<file path="src/rtl/increment_register.sv">
// rtl/increment_register.sv - bank of three read-only event counters for performance statistics
//
// Purpose:
//   Three independent WIDTH-bit up-counters. Each advances by one on every
//   rising clock edge that samples its execute strobe high. Counters wrap
//   modulo 2^WIDTH; there is no saturation, overflow flag, load or write path.
//
// Ports:
//   clk              in   1      system clock, counting on the rising edge
//   reset            in   1      asynchronous active-low clear of all counters
//   Instruc_Count_Ex in   1      instruction-executed strobe
//   MEM_Acc_Ex       in   1      memory-access strobe
//   MEM_Correct_Ex   in   1      memory-correction strobe
//   Instruc_Reg      out  WIDTH  instruction count
//   MEM_Acc_Reg      out  WIDTH  memory access count
//   MEM_Correct_Reg  out  WIDTH  memory correction count

module increment_register #(
  parameter int WIDTH = 20
) (
  input  logic             clk,
  input  logic             reset,
  input  logic             Instruc_Count_Ex,
  input  logic             MEM_Acc_Ex,
  input  logic             MEM_Correct_Ex,
  output logic [WIDTH-1:0] Instruc_Reg,
  output logic [WIDTH-1:0] MEM_Acc_Reg,
  output logic [WIDTH-1:0] MEM_Correct_Reg
);

  localparam logic [WIDTH-1:0] ONE = WIDTH'(1);

  // The counters are the output registers themselves, so there is no
  // combinational path from a strobe to an output. Each counter is kept in
  // its own block to make the absence of any interaction obvious.

  always_ff @(posedge clk or negedge reset) begin
    if (!reset) begin
      Instruc_Reg <= '0;
    end else if (Instruc_Count_Ex) begin
      Instruc_Reg <= Instruc_Reg + ONE;  // wraps naturally at 2^WIDTH
    end
  end

  always_ff @(posedge clk or negedge reset) begin
    if (!reset) begin
      MEM_Acc_Reg <= '0;
    end else if (MEM_Acc_Ex) begin
      MEM_Acc_Reg <= MEM_Acc_Reg + ONE;
    end
  end

  always_ff @(posedge clk or negedge reset) begin
    if (!reset) begin
      MEM_Correct_Reg <= '0;
    end else if (MEM_Correct_Ex) begin
      MEM_Correct_Reg <= MEM_Correct_Reg + ONE;
    end
  end

endmodule

</file>
<file path="config.mk">
export PLATFORM = sky130hd
export DESIGN_NAME = increment_register
export DESIGN_NICKNAME = d
export VERILOG_FILES = /design/src/rtl/increment_register.sv
export SDC_FILE = /design/constraint.sdc
export NUM_CORES = 1
export LEC_CHECK = 0
export BUFFER_PORTS_ARGS = -buffer_cell sky130_fd_sc_hd__buf_2
export CORE_MARGIN = 10
export CORE_UTILIZATION = 40
export CTS_BUF_LIST = sky130_fd_sc_hd__clkbuf_4 sky130_fd_sc_hd__clkbuf_8 sky130_fd_sc_hd__clkbuf_16
export DETAILED_ROUTE_END_ITERATION = 8
export GPL_ROUTABILITY_DRIVEN = 0
export GPL_TIMING_DRIVEN = 1
export PLACE_DENSITY = 0.6
export SLEW_MARGIN = 20
export SYNTH_ARGS = -nofsm -noshare
export SYNTH_HDL_FRONTEND = slang
export SYNTH_SLANG_ARGS = --single-unit
</file>
<file path="constraint.sdc">
create_clock -name clk -period 1.9 [get_ports clk]
set_input_delay 0.095 -clock clk [delete_from_list [all_inputs] [get_ports clk]]
set_output_delay 0.095 -clock clk [all_outputs]
set_load 0.005 [all_outputs]
</file>
# == Yosys cells after proc, flatten, opt, wreduce, memory -nomap -nowiden ==
# Cells that the tools add are included.
# word_totals
register_bits,60
# classes
n_addsub,3
# op_table
cell,count
$add 20x1->20 const B,3

# == Logic depth before layout (Yosys ltp) ==
# logic_depth
ltp_word,1
mapped_depth,5
ltp_nobuf,5

# == Worst setup path after synthesis ==
# No wires, ideal clock.
# synth_timing
path_kind,reg-to-reg
startpoint,register MEM_Correct_Reg[0]
endpoint,register MEM_Correct_Reg[16]
required_time_ps,1821
period_less_slack_ps,1602
path_slack_ps,298
path_buffers,0
stages_incl_launch_ff,6
setup_ps,79
arrival_ps,1523
cell_sequence,dfrtp_1 ha_1 inv_1 or4_4 nor3_2 xor2_1
# synth_via
elab_chain_cells,1
# synth_lines
item,line_no,source
from (decl),28,output logic [WIDTH-1:0] MEM_Correct_Reg
from (signal assigned),57,MEM_Correct_Reg <= MEM_Correct_Reg + ONE;
$add 20x1->20,57,
# No other way between the ends.
# A chain may end at the register's enable or synchronous reset.

# == Worst setup path after layout ==
# layout_timing
startpoint,register MEM_Correct_Reg[0]
endpoint,register MEM_Correct_Reg[14]
# The elaborated chain is that of the path after synthesis.

==> flow_summary_export.csv <==
group,metric,value,unit
status,outcome,"complete, no violations",
synth,synth_xor_area_frac,0.193,
sta,finalCritPeriodShare,0.845,
global_route,grt_pass1_wl,9250,um
sta,hold_viol_final,0,
placement,place_ws,277,ps
global_route,track_usage,0.113,
clock_tree,clk_latency,330,ps
synth,postSynthCellCount,219,
placement,placed_cells,362,
sta,fmax,623,MHz
sta,min_period,1600,ps
setup_path,crit_path_max_fanout,5,
route,wl_per_cell,14.6,um
route,drtPass1Iterations,4,
synth,synth_cell_types,20,
synth,synth_top_family_by_area,"XOR/XNOR gates",
clock_tree,clk_pin_slew,70,ps
floorplanning,io_pins,65,
cells_and_area,drive_gt1_frac,0.301,
route,via_per_inst,4.92,
cells_and_area,syn_to_final_growth,24.5,%
clock_tree,clock_path_buffers,2,
clock_tree,cts_max_level,3,
cells_and_area,n_fill_cell,608,
global_route,grt_max_degree,61,
floorplanning,coreArea,6310,um^2
synth,synth_fa_ha_area_frac,0.0145,
cells_and_area,register_area,1500,um^2
sta,tightest_slew,498,ps
setup_path,crit_arrival,1850,ps
clock_tree,cts-buffers-inserted,9,
setup_path,worstSetupPathType,"flip-flop to flip-flop",
clock_tree,tritoncts,"done",
sta,fin_ws,295,ps
hold_path,hold_start,"Instruc_Count_Ex",
placement,numPortBuffers,64,
placement,hpwlAfterDp,4020,um
route,ant_nets,0,
global_route,antenna_found_initial,0,
cells_and_area,antenna_cells,0,
cells_and_area,fin_cells,379,
synth,avgSynthCellArea,11.8,um^2
clock_tree,cts_setup_buffers,0,
setup_path,crit_path_start_kind,"flip-flop",
power,p_leak,1.66,nW
route,drcViolationCount,0,
route,first_iter_violations,52,
cells_and_area,multi_input_area,1070,um^2
setup_path,crit_path_end_kind,"flip-flop",
sta,tns,0,ps
clock_tree,cts_sinks,60,
sta,finalSetupViolations,0,
route,routed_wirelength,5530,um
synth,ys_seq_elements,60,
synth,synthMuxAreaShare,0.0130,
clock_tree,cts_root_buf,"clkbuf_8",
setup_path,cp.required,2150,ps
hold_path,min_path_type,"input port to flip-flop",
synth,yosysSeqAreaShare,0.579,
synth,synth_area,2590,um^2
synth,synthSimpleGateAreaFrac,0.192,
power,powerDensity,1080,nW/um^2
job,max_cap_viol_count,0,
floorplanning,die_w,100,um
sta,fin_skew,9.80,ps
global_route,grt_pass1_vias,1896,
floorplanning,die_h,100,um
setup_path,startpoint,"MEM_Correct_Reg[0]$_DFFE_PN0P_",
cells_and_area,final_util,0.511,
global_route,globalRoute.totalOverflow,0,
cells_and_area,nNetsFinal,305,
route,via_count,1863,
floorplanning,start_util,0.410,
sta,slew_viol_final,0,
power,ir_drop,0.000711,V
setup_path,r2r-start,"MEM_Correct_Reg[0]$_DFFE_PN0P_",
synth,syn_nets,227,
clock_tree,cts-resized-gates,0,
sta,rsz0062_at_grt,"false",
synth,yosysWarnings,0,
floorplanning,num_rows,29,
floorplanning,die-area,10100,um^2
sta,slew_headroom,0.667,
synth,synth_compound_area_frac,0,
sta,hold_slack,11.1,ps
critical path: stages, from the launching register on:
cell,delay (ps)
dfrtp_1,420
ha_1,190
inv_1,50
or4_4,560
nor2_1,130
xor2_1,180
power breakdown:
| group | internal, mW | switching, mW | total, mW | leakage, nW |
|---|---|---|---|---|
| sequential | 1.49 | 0.279 | 1.77 | 0.803 |
| clock | 0.564 | 0.471 | 1.03 | 0.0981 |
| combinational | 0.374 | 0.315 | 0.689 | 0.760 |
| total | 2.43 | 1.06 | 3.50 | 1.66 |
layer usage:
metal,global-route usage,share of wire
met5,0,0
met4,0.0685,0.020
met3,0.0370,0.065
met2,0.176,0.47
met1,0.131,0.45
worst paths after layout:
check                      cells past startpoint                               to  slack, ps
max                                            5  MEM_Correct_Reg[14]$_DFFE_PN0P_        300
min                                            2       Instruc_Reg[0]$_DFFE_PN0P_         10
max reg2reg                                    5  MEM_Correct_Reg[14]$_DFFE_PN0P_        300
min reg2reg                                    1      MEM_Acc_Reg[19]$_DFFE_PN0P_        460
max in group asynchronous                      3      Instruc_Reg[19]$_DFFE_PN0P_       1330
min in group asynchronous                      3      Instruc_Reg[10]$_DFFE_PN0P_        290
cells in the mapped netlist (all sizes together):
library cell / n / area share
nor4: 3 / 0.0072
nand3: 19 / 0.037
and4: 3 / 0.010
nor3: 5 / 0.012
xor2: 18 / 0.061
nand4: 19 / 0.048
mux2: 3 / 0.013
nand2: 20 / 0.029
ha: 3 / 0.014
nor2: 9 / 0.013
dfrtp: 60 / 0.58
nor3b: 1 / 0.0048
inv: 3 / 0.0043
and3: 11 / 0.027
buf: 1 / 0.0029
clkbuf: 1 / 0.0014
or4: 1 / 0.0043
xnor2: 39 / 0.13
layout make-up:
| class | count | share of cell area |
|---|---|---|
| Clock buffer | 14 | 0.0520 |
| Inverter | 3 | 0.00349 |
| Tap cell | 77 | 0.0299 |
| Clock inverter | 2 | 0.00310 |
| Multi-Input combinational cell | 154 | 0.331 |
| Sequential cell | 60 | 0.465 |
| Timing Repair Buffer | 69 | 0.116 |
state kept, by name (all words and copies together), names as in the netlist:
signal and cells:
MEM_Correct_Reg 20, MEM_Acc_Reg 20, Instruc_Reg 20
through the flow:
stage	cell area [um^2]	total power, mW
final	3230	3.50
after global routing	3230	3.74
after CTS	3230	3.57
after detailed placement	3040	2.52
after global placement	3040	2.50
after floorplan	2590	2.13
what timing repair did:
item | 4_1_cts | 5_1_grt
setup endpoints to repair | 0 | 0
hold buffers | 1 | 0
hold endpoints to repair | 60 | 0
logic make-up (layout without fill, tap and decap cells):
logic type | after synthesis | after routing
buf+inv | 5 | 88
simple gates | 91 | 91
mux | 3 | 3
fa+ha+maj | 3 | 3
flops | 60 | 60
xor+xnor | 57 | 57
placed cells by master, fill, tap and decap left out, drive strengths merged:
cell and count:
nand3 19, nor2 9, dlygate4sd3 1, or4 1, nand4 19, buf 68
mux2 3, nor3 5, dfrtp 60, nor4 3, xnor2 39, clkinv 2
and3 11, and4 3, xor2 18, ha 3, nand2 20, nor3b 1
clkbuf 14, inv 3
Power figures use the tool's default switching activity.
